==> src/rtl/rsa_pkg.sv <==
// Shared definitions for the RSA job arbiter: FSM state encoding and default datapath widths.
package rsa_pkg;

  localparam int RSA_WIDTH  = 32;
  localparam int RSA_E_BITS = 32;

  localparam logic [1:0] ST_IDLE  = 2'd0;
  localparam logic [1:0] ST_ISSUE = 2'd1;
  localparam logic [1:0] ST_WAIT  = 2'd2;
  localparam logic [1:0] ST_RESP  = 2'd3;

  typedef enum logic [1:0] {
    IDLE  = ST_IDLE,
    ISSUE = ST_ISSUE,
    WAIT  = ST_WAIT,
    RESP  = ST_RESP
  } arb_state_e;

endpackage

==> src/rtl/rr_grant.sv <==
// Combinational round-robin picker: first set request at or above rr_ptr, wrapping at NUM_REQ.
module rr_grant #(
  parameter int NUM_REQ = 4,
  parameter int ID_W    = 2
) (
  input  logic [NUM_REQ-1:0] req,
  input  logic [ID_W-1:0]    rr_ptr,
  output logic [NUM_REQ-1:0] grant,
  output logic [ID_W-1:0]    grant_idx,
  output logic               any
);

  logic [ID_W-1:0] k;

  // NOTE: every output of a combinational block gets a default first, so no path leaves it unassigned and infers a latch.
  always_comb begin
    grant     = '0;
    grant_idx = '0;
    any       = 1'b0;
    k         = '0;
    for (int i = 0; i < NUM_REQ; i++) begin
      k = ID_W'((int'(rr_ptr) + i) % NUM_REQ);
      if (!any && req[k]) begin
        any       = 1'b1;
        grant[k]  = 1'b1;
        grant_idx = k;
      end
    end
  end

endmodule

==> src/rtl/rsa_job_arbiter.sv <==
// Round-robin job sequencer in front of one RSA modexp core; one job in flight at a time.
// Optional watchdog on the core wait is enabled by defining RSA_ARB_TIMEOUT_EN.
module rsa_job_arbiter
  import rsa_pkg::*;
#(
  parameter int WIDTH          = RSA_WIDTH,
  parameter int E_BITS         = RSA_E_BITS,
  parameter int NUM_REQ        = 4,
  parameter int ID_W           = 2,
  parameter int TIMEOUT_CYCLES = 4096
) (
  input  logic                      clk,
  input  logic                      rst,
  input  logic [NUM_REQ-1:0]        req_valid,
  output logic [NUM_REQ-1:0]        req_ready,
  input  logic [NUM_REQ*WIDTH-1:0]  req_base,
  input  logic [NUM_REQ*E_BITS-1:0] req_exp,
  output logic                      core_start,
  output logic [WIDTH-1:0]          core_M,
  output logic [E_BITS-1:0]         core_E,
  input  logic                      core_done,
  input  logic [WIDTH-1:0]          core_C,
  output logic                      resp_valid,
  input  logic                      resp_ready,
  output logic [ID_W-1:0]           resp_id,
  output logic [WIDTH-1:0]          resp_data,
  output logic                      resp_err,
  output logic                      busy
);

  if (NUM_REQ < 2 || NUM_REQ > 8) begin : g_bad_num_req
    $error("rsa_job_arbiter: NUM_REQ must be in 2..8");
  end
  if ((1 << ID_W) < NUM_REQ) begin : g_bad_id_w
    $error("rsa_job_arbiter: ID_W too narrow for NUM_REQ");
  end
  if (TIMEOUT_CYCLES < 1) begin : g_bad_timeout
    $error("rsa_job_arbiter: TIMEOUT_CYCLES must be positive");
  end

  arb_state_e          state, state_n;
  logic [ID_W-1:0]     rr_ptr, cur_id, grant_idx;
  logic [NUM_REQ-1:0]  grant;
  logic                grant_any;
  logic [WIDTH-1:0]    sel_base;
  logic [E_BITS-1:0]   sel_exp;
  logic                timed_out;

  rr_grant #(.NUM_REQ(NUM_REQ), .ID_W(ID_W)) u_rr_grant (
    .req       (req_valid),
    .rr_ptr    (rr_ptr),
    .grant     (grant),
    .grant_idx (grant_idx),
    .any       (grant_any)
  );

  // One-hot grant, so OR-ing the selected slots is a plain mux.
  always_comb begin
    sel_base = '0;
    sel_exp  = '0;
    for (int i = 0; i < NUM_REQ; i++) begin
      if (grant[i]) begin
        sel_base = sel_base | req_base[i*WIDTH +: WIDTH];
        sel_exp  = sel_exp  | req_exp[i*E_BITS +: E_BITS];
      end
    end
  end

  // Gated by rst so no requester sees an accept while reset is being sampled.
  assign req_ready  = (rst && state == IDLE) ? grant : '0;
  assign core_start = (state == ISSUE);
  assign busy       = (state != IDLE);

`ifdef RSA_ARB_TIMEOUT_EN
  localparam int CNT_W = $clog2(TIMEOUT_CYCLES + 1);
  logic [CNT_W-1:0] wait_cnt;

  always_ff @(posedge clk) begin
    if (!rst)                wait_cnt <= '0;
    else if (state == ISSUE) wait_cnt <= '0;
    else if (state == WAIT)  wait_cnt <= wait_cnt + 1'b1;
  end

  assign timed_out = (state == WAIT) && (wait_cnt == CNT_W'(TIMEOUT_CYCLES - 1));

  // A done arriving in the same cycle as the timeout still wins.
  always_ff @(posedge clk) begin
    if (!rst)                                            resp_err <= 1'b0;
    else if (state == WAIT && !core_done && timed_out)   resp_err <= 1'b1;
    else if (state == RESP && resp_ready)                resp_err <= 1'b0;
  end
`else
  assign timed_out = 1'b0;
  assign resp_err  = 1'b0;
`endif

  // NOTE: sequential state uses non-blocking assignments so every register samples pre-edge values.
  always_ff @(posedge clk) begin
    if (!rst) state <= IDLE;
    else      state <= state_n;
  end

  always_comb begin
    state_n = state;
    case (state)
      IDLE:    if (grant_any)              state_n = ISSUE;
      ISSUE:                               state_n = WAIT;
      WAIT:    if (core_done || timed_out) state_n = RESP;
      RESP:    if (resp_ready)             state_n = IDLE;
      default:                             state_n = IDLE;
    endcase
  end

  // Operands stay put through WAIT: the core walks the exponent bits for the whole operation.
  always_ff @(posedge clk) begin
    if (!rst) begin
      rr_ptr     <= '0;
      cur_id     <= '0;
      core_M     <= '0;
      core_E     <= '0;
      resp_valid <= 1'b0;
      resp_id    <= '0;
      resp_data  <= '0;
    end else begin
      case (state)
        IDLE: if (grant_any) begin
          core_M <= sel_base;
          core_E <= sel_exp;
          cur_id <= grant_idx;
          rr_ptr <= (grant_idx == ID_W'(NUM_REQ - 1)) ? '0 : grant_idx + 1'b1;
        end
        WAIT: if (core_done) begin
          resp_data  <= core_C;
          resp_id    <= cur_id;
          resp_valid <= 1'b1;
        end else if (timed_out) begin
          resp_data  <= '0;
          resp_id    <= cur_id;
          resp_valid <= 1'b1;
        end
        RESP: if (resp_ready) resp_valid <= 1'b0;
        default: ;
      endcase
    end
  end

endmodule
==> config.mk <==
export PLATFORM = sky130hd
export DESIGN_NAME = rsa_job_arbiter
export DESIGN_NICKNAME = d
export VERILOG_FILES = /design/src/rtl/rsa_pkg.sv /design/src/rtl/rr_grant.sv /design/src/rtl/rsa_job_arbiter.sv
export SDC_FILE = /design/constraint.sdc
export NUM_CORES = 1
export LEC_CHECK = 0
export BUFFER_PORTS_ARGS = -buffer_cell sky130_fd_sc_hd__clkbuf_2
export CORE_AREA = 3 3 164 166
export DETAILED_ROUTE_END_ITERATION = 10
export DIE_AREA = 0 0 167 169
export MAX_ROUTING_LAYER = met4
export PLACE_DENSITY_LB_ADDON = 0.05
export REMOVE_ABC_BUFFERS = 1
export SYNTH_ARGS = -nofsm -noshare
export SYNTH_HDL_FRONTEND = slang
export SYNTH_SLANG_ARGS = --single-unit
==> constraint.sdc <==
create_clock -name clk -period 7.8 [get_ports clk]
set_clock_uncertainty 0.2 [all_clocks]
set_input_delay 0.78 -clock clk [delete_from_list [all_inputs] [get_ports clk]]
set_output_delay 0.78 -clock clk [all_outputs]
set_load 0.05 [all_outputs]
---- Word-level counts from Yosys, hierarchy flattened ----
Cells that the tools add are included.
operators by class
  eq/ne operators ......................... 7
  reduce and logical (&&, ||, !) cells .... 18
  $add $sub $neg .......................... 4
  magnitude comparators ................... 8
  bitwise logic cells ..................... 9
  mux-type cells .......................... 45
operator list
  cell                 number
  $mux 32              8
  $or 32x32->32        6
  $mux 4               5
  $mux 2               8
  $mux 1               14
  $lt 2x3->1 const B   4
  $or 4x4->4           3
  $bmux 1 s2           4
  $demux 1 s2          4
  $ge 2x1->1 const B   4
  $logic_and 1x1->1    8
  $pmux 2 s4           1
  $eq 2x2->1 const B   3
  $ne 2x2->1 const B   3
  $reduce_and 3->1     2
  $add 2x1->2 const B  2
  $add 2x2->2 const B  2
  $reduce_and 2->1     2
  $reduce_bool 2->1    2
  $logic_not 1->1      3
  $eq 2x1->1 const B   1
  $logic_not 2->1      1
  $pmux 1 s2           1
word-level totals
  input bits .............................. 296
  output and inout port bits .............. 106
  flip-flop bits (word level) ............. 105

---- Logic depth before layout (Yosys ltp) ----
Gate-level depths: netlist of run 1.
  depth in word-level cells ............... 19
  mapped depth ............................ 13
  depth with buffers taken out ............ 8

---- Cells and area by module ----
A second synthesis of run 1 with hierarchy kept.
second synthesis, totals
  cells, all modules ...................... 613
  area, all modules ....................... 5283.8 µm²
modules (own cells, without submodules)
  module           instances  area an instance (µm²)  cells each  sequential area each (µm²)
  rsa_job_arbiter  1          4862.2                  568         2102.0
  rr_grant         1          421.7                   45          0.0

---- Least setup slack after synthesis of run 1 ----
OpenSTA, ideal clock, no wires.
  path kind ............................... register -> output
  start ................................... register with a tool-made name
  end ..................................... output req_ready[2]
  setup slack ............................. 3.654 ns
  path buffers ............................ 4
  arrival time ............................ 3.166 ns
  data required time ...................... 6.820 ns
  stages on the path, launching flop included .. 12
  cell sequence ........................... dfxtp_1 > buf_2 > buf_2 > inv_1 > ha_1 > buf_2 > or3b_2 > a21oi_1 > nand3b_1 > clkbuf_1 > a21oi_1 > nor2_1
RTL lines
  item       line                   source
  to (decl)  rsa_job_arbiter.sv:15  output logic [NUM_REQ-1:0] req_ready,

==> key figures, run 1 <==
Logic synthesis
  – Mapped Area: approximately 7400 um2
  – Top cell type's share of synthesized area: 0.284
  – Synth Flop Type: dfxtp_1
  – Syn Area/Cell: 8.37 um2
  – Asr flop ratio synth: 0
  – Largest area contributor in the netlist: dfxtp_1
  – Gate Count Post-Synth: 884
  – Synth Register Bits: 105
  – Area contributors post-synth: dfxtp_1 28%, a22oi_1 13%, a221o_1 8.7%
  – Synth Warn #: 0
  – Post-synth EDFFs: 0
  – Distinct cells, synth: 47
  – Sequential area share after synthesis: 0.284

Finish
  – Fin nets: 1502
  – Area growth syn-to-layout: 31.9%
  – Most common cell after layout, fill and taps aside: clkbuf_2
  – Post-route insts no fill: 1536
  – Most frequent cells in the layout: 399 x clkbuf_2, 128 x a22oi_1, 105 x dfxtp_1
  – Layout cells sized above 1: 0.381

Placement
  – Placed Cells: 1519
  – IO Port Bufs: 400
  – Final GP Congestion: 0.818
  – DP HPWL: between 20000 and 25000 um

Clocking
  – Sink Count: 105
  – Num CTS Buffers: 9
  – Worst-path clk slew: 0.08 ns
  – Clock buffer depth: 2
  – Root buf cell: clkbuf_16
  – Post-CTS Setup Inserts: 0
  – Worst-Skew Late Latency: 0.35 ns
  – Hold_buf cts: 0
  – CTS tree: done
  – H-tree levels: 3
  – Cts repair resizes: 0

Global route
  – Pin count of the biggest net entering global routing: 66
  – Antenna violations before repair: 1
  – Total grt overflow: 0
  – Vias in the first global route: 9562
  – GRT Util Overall: 0.254
  – First-pass GRT wire length: about 56000 um

Setup path
  – Critical Path AT: approximately 3.6 ns
  – WS Path Type: reg -> out
  – Peak fanout along the critical path: 19
  – CP Capture Type: output pin
  – Worst EP required: 6.82 ns
  – Startpoint types: flip-flop

Floorplanning
  – Starting density of the core: 0.287
  – Core area: 25800 um2
  – Height of the die: 169 um
  – DIE AREA: between 20000 and 30000 um2
  – Die Span X: 167 um
  – Io pins: 402
  – Rows: 59

Detailed routing
  – Initial DRC Count: 670
  – Wire length on met2: 17700 um
  – Met1 wire length: 15700 um
  – Via-per-instance ratio: between 6 and 7
  – DRC: 0
  – Met3 routed WL: about 2900 um
  – Drt first pass iters: 5
  – Final ANT Viol Nets: 0
  – DR WL/cell: 24.2 um
  – Via count: 9274
  – Final wirelength: 37100 um
  – Top layer in use: met4

STA
  – Min Clock Period, post-route: 4.58 ns
  – Endpoints failing hold: 0
  – RSZ-0062 raised after global routing: false
  – Fin Setup TNS: 0 ns
  – Slew HR: 0.363
  – FMAX: between 0.2 and 0.25 GHz
  – Final cycle utilization of the critical path: 0.587
  – # setup viols final: 0
  – Worst hold slack: 0.265 ns
  – Slew @ Worst Pin: 0.955 ns
  – Final Max Tran Viols: 0

Min path
  – Tightest Hold Check Type: reg -> reg

Power and ir drop
  – Lkg Pwr: 0.00428 uW
  – Max VDD drop: 0.324 mV
  – Pwr Density: 414 nW/um2

Run status
  – Status: complete, no violations

Run
  – Maxcap violations: 0
## logic make-up (layout without fill, tap and decap cells)
family	after synthesis	after routing	synth area share
AOI/OAI and AO/OA	513	513	0.529
DFF	105	105	0.284
and+or+nand+nor	115	115	0.0688
adders and majority gates	11	11	0.0186
buffers and inverters	126	442	0.0763
xor gates and xnor gates	1	1	0.00118
muxes	12	12	0.0218
other	1	2	0.000507
## per-stage QoR
step                      utilization  worst slack [ns]  power, uW  area, um2
final                           0.379              3.22       4040       9760
after global routing            0.379              2.95       4280       9760
after floorplan                     -              1.65       2700       6860
after detailed placement        0.368              3.45       3550       9470
after global placement          0.368              3.54       3570       9470
after CTS                       0.379              3.22       4030       9760
## registers in the layout, summed over array words and instances (netlist names), named ones only
name / cells
state: 2
resp_data: 32
core_E: 32
rr_ptr: 1
resp_valid: 1
resp_id: 2
core_M: 32
cur_id: 2
## power by group
group,internal (uW),switching [uW]
registers,705,110
clock network,224,245
logic,862,1890
## metal layers
layer,global-route usage,up-vias
li1,-,4242
met1,0.309,4489
met2,0.422,490
met3,0.0542,53
met4,0.0800,0
met5,-,-
## worst paths after layout
kind / from / to / slack (ns) / cells after the start
setup / recovery: flip-flop / req_ready[0] / 3.22 / 8
hold / removal: resp_id[0] / resp_id[0] / 0.27 / 2
hold reg to reg: resp_id[0] / resp_id[0] / 0.27 / 2
setup reg to reg: flip-flop / rr_ptr[1] / 3.49 / 9
## critical path, cell delays in order (launching register included)
cell	delay (ns)
dfxtp_1	0.80
inv_1	0.29
ha_1	0.63
mux4_2	0.48
a221oi_1	0.49
nor2_4	0.07
a21oi_1	0.17
nor2_1	0.06
clkbuf_2	0.23
## cell usage after synthesis (all sizes together) (17+ instances only)
| library cell | count |
|---|---|
| a22oi | 128 |
| dfxtp | 105 |
| clkbuf | 75 |
| nand2 | 73 |
| o21ai | 71 |
| a221oi | 68 |
| a221o | 64 |
| a22o | 64 |
| a31oi | 64 |
| buf | 43 |
| a21boi | 35 |
| nor2 | 17 |
## cell type report
cell class,instances,area (um2)
repair buffers,418,2140
diodes,1,2.50
fillers,2739,16000
multi-input cells,653,4780
well taps,335,419
inverters,8,30.0
flip-flops and latches,105,2100
clock buffers,9,225
clock inverters,7,60.1
No activity file was read; power rests on OpenSTA's default activity.
==> inputs of run 2 (changes only) <==
==> constraint.sdc (replaced) <==
create_clock -name clk -period 3.9 [get_ports clk]
set_clock_uncertainty 0.2 [all_clocks]
set_input_delay 0.39 -clock clk [delete_from_list [all_inputs] [get_ports clk]]
set_output_delay 0.39 -clock clk [all_outputs]
set_load 0.05 [all_outputs]
==> run 2 against run 1 <==
Compared with the run above:
- final cell count grew 1.1%
- critical endpoint unchanged
- first-iteration DRC count grew 9.6%
- clock-buffer cell count is the same
- sequential share of layout area shrank 0.29 points
- die area is the same
- critical path type unchanged
==> key figures, run 2 (synthesis gave the netlist of run 1 again) <==
Floorplanning
  – Core area: 25800 um2 (unchanged)
  – Height of the die: 169 um (unchanged)
  – Starting density of the core: 0.287 (unchanged)
  – Io pins: 402 (unchanged)
  – Rows: 59 (unchanged)
  – DIE AREA: 28200 um2 (unchanged)
  – Die Span X: 167 um (unchanged)

Finish
  – Final core utilization: 0.384 (+0.00525)
  – Post-route insts no fill: 1553 (+1.1%)
  – Filler Cells Inserted: 2760 (+0.77%)
  – Area growth syn-to-layout: 33.7%
  – Final Cell Area: 9890 um2 (+1.4%)
  – Most common cell after layout, fill and taps aside: clkbuf_2
  – Multi-input logic area: 4780 um2 (unchanged)
  – Fin nets: 1517 (+1.0%)
  – Largest regs: core_E (32), core_M (32), resp_data (32)
  – Layout cells sized above 1: 0.388 (+0.00764)
  – Most frequent cells in the layout: 399 x clkbuf_2, 128 x a22oi_1, 105 x dfxtp_1
  – FF+latch area: 2100 um2 (unchanged)

Setup path
  – CP Capture Type: output pin
  – R2r setup slk: 0.71 ns (-2.78 ns)
  – RR Startpoint: rr_ptr[1]
  – WS Path Type: reg -> out
  – Startpoint types: flip-flop
  – Worst EP required: 3.31 ns (-3.51 ns)
  – Critical Path AT: 2.92 ns (-0.68 ns)
  – Critical Path Source: rr_ptr[1]
  – Peak fanout along the critical path: 10 (-9)

Power and ir drop
  – Max VDD drop: 0.378 mV (+17%)
  – Pwr Density: 827 nW/um2 (+100%)
  – Pwr Total: 8180 uW (+100%)
  – Lkg Pwr: 0.00436 uW (+2.0%)

Clocking
  – Post-CTS Setup Inserts: 0 (unchanged)
  – Cts repair resizes: 0 (unchanged)
  – Num CTS Buffers: 9 (unchanged)
  – Worst-Skew Late Latency: 0.35 ns (about the same)
  – Worst-path clk slew: 0.08 ns (about the same)
  – Root buf cell: clkbuf_16
  – Clock buffer depth: 2 (unchanged)
  – Sink Count: 105 (unchanged)
  – H-tree levels: 3 (unchanged)
  – Hold_buf cts: 0 (unchanged)
  – CTS tree: done

Global route
  – Total grt overflow: 0 (unchanged)
  – First-pass GRT wire length: 56300 um (+1.3%)
  – GRT Util Overall: 0.257 (+0.00315)
  – Vias in the first global route: 9519 (-0.45%)
  – Pin count of the biggest net entering global routing: 65 (-1.5%)
  – Antenna violations before repair: 3 (+2)

STA
  – Final cycle utilization of the critical path: 0.899
  – # setup viols final: 0 (unchanged)
  – Final Max Tran Viols: 0 (unchanged)
  – FMAX: 0.285 GHz
  – Min Clock Period, post-route: 3.51 ns
  – Endpoints failing hold: 0 (unchanged)
  – Slew HR: 0.383 (+0.0197)
  – RSZ-0062 raised after global routing: false
  – Slew @ Worst Pin: 0.925 ns (-0.0295 ns)
  – Setup WS post-layout: 0.393 ns (-2.83 ns)

Detailed routing
  – Via count: 9477 (+2.2%)
  – Via-per-instance ratio: 6.10 (+1.1%)
  – Initial DRC Count: 734 (+9.6%)
  – Drt first pass iters: 7 (+2)
  – Final wirelength: 37600 um (+1.4%)
  – DR WL/cell: 24.2 um (+0.28%)
  – Final ANT Viol Nets: 0 (unchanged)
  – DRC: 0 (unchanged)

Placement
  – DP Area: 9610 um2 (+1.5%)
  – DP HPWL: 25100 um (+7.0%)
  – IO Port Bufs: 400 (unchanged)
  – Place WS: 0.798 ns (-2.65 ns)
  – Placed Cells: 1534 (+0.99%)
  – Final GP Congestion: 0.874 (+6.8%)

Min path
  – Hold_sp: core_C[23]
  – Tightest Hold Check Type: in -> reg

Run status
  – Status: complete, no violations

Run
  – Maxcap violations: 0 (unchanged)
## run 2: cell types whose count changed in the layout (fill, tap and decap cells not counted)
cell	delta
buf_12	+2
clkinv_4	+1
clkinvlp_4	-1
inv_6	+1
inv_8	-2
clkinv_2	+1
diode_2	+2
buf_4	+13
## run 2: stage by stage
step / hold slack, ns / TNS (ns)
global route: 0.0515 / 0
floorplan: 0.236 / -86.99
CTS: 0.0433 / 0
global placement: 0.253 / 0
detailed placement: 0.258 / 0
finish: 0.0533 / 0
## run 2: path summary, 6_finish.rpt
kind	to	cells after the start
setup reg to reg	core_E[28]	10
hold reg to reg	resp_data[23]	2
setup / recovery	req_ready[0]	10
hold / removal	resp_data[23]	3
## run 2: worst max-delay path: stages, from the launching register on
cell,delay [ns]
dfxtp_1,0.31
buf_4,0.17
inv_1,0.15
ha_1,0.41
buf_4,0.19
nor3b_1,0.31
nand2_1,0.10
nand3b_1,0.36
a21oi_1,0.13
nor2_1,0.14
clkbuf_2,0.29
## run 2: area by class of cell
type | count | share of cell area
Antenna cell | 3 | 0.000759
Multi-Input combinational cell | 653 | 0.483
Tap cell | 335 | 0.0424
Clock inverter | 7 | 0.00531
Timing Repair Buffer | 433 | 0.230
Sequential cell | 105 | 0.212
Inverter | 8 | 0.00303
Clock buffer | 9 | 0.0228
## run 2: metal layers
metal,GRT usage,routed length [um]
met5,-,0
met4,0.123,1580
met3,0.0490,3090
met2,0.415,17700
met1,0.310,15200
## run 2: report_power, final
| part | internal [uW] | switching [uW] | total [uW] |
|---|---|---|---|
| Sequential | 1410 | 177 | 1590 |
| Combinational | 1820 | 3850 | 5670 |
| Clock | 442 | 485 | 927 |
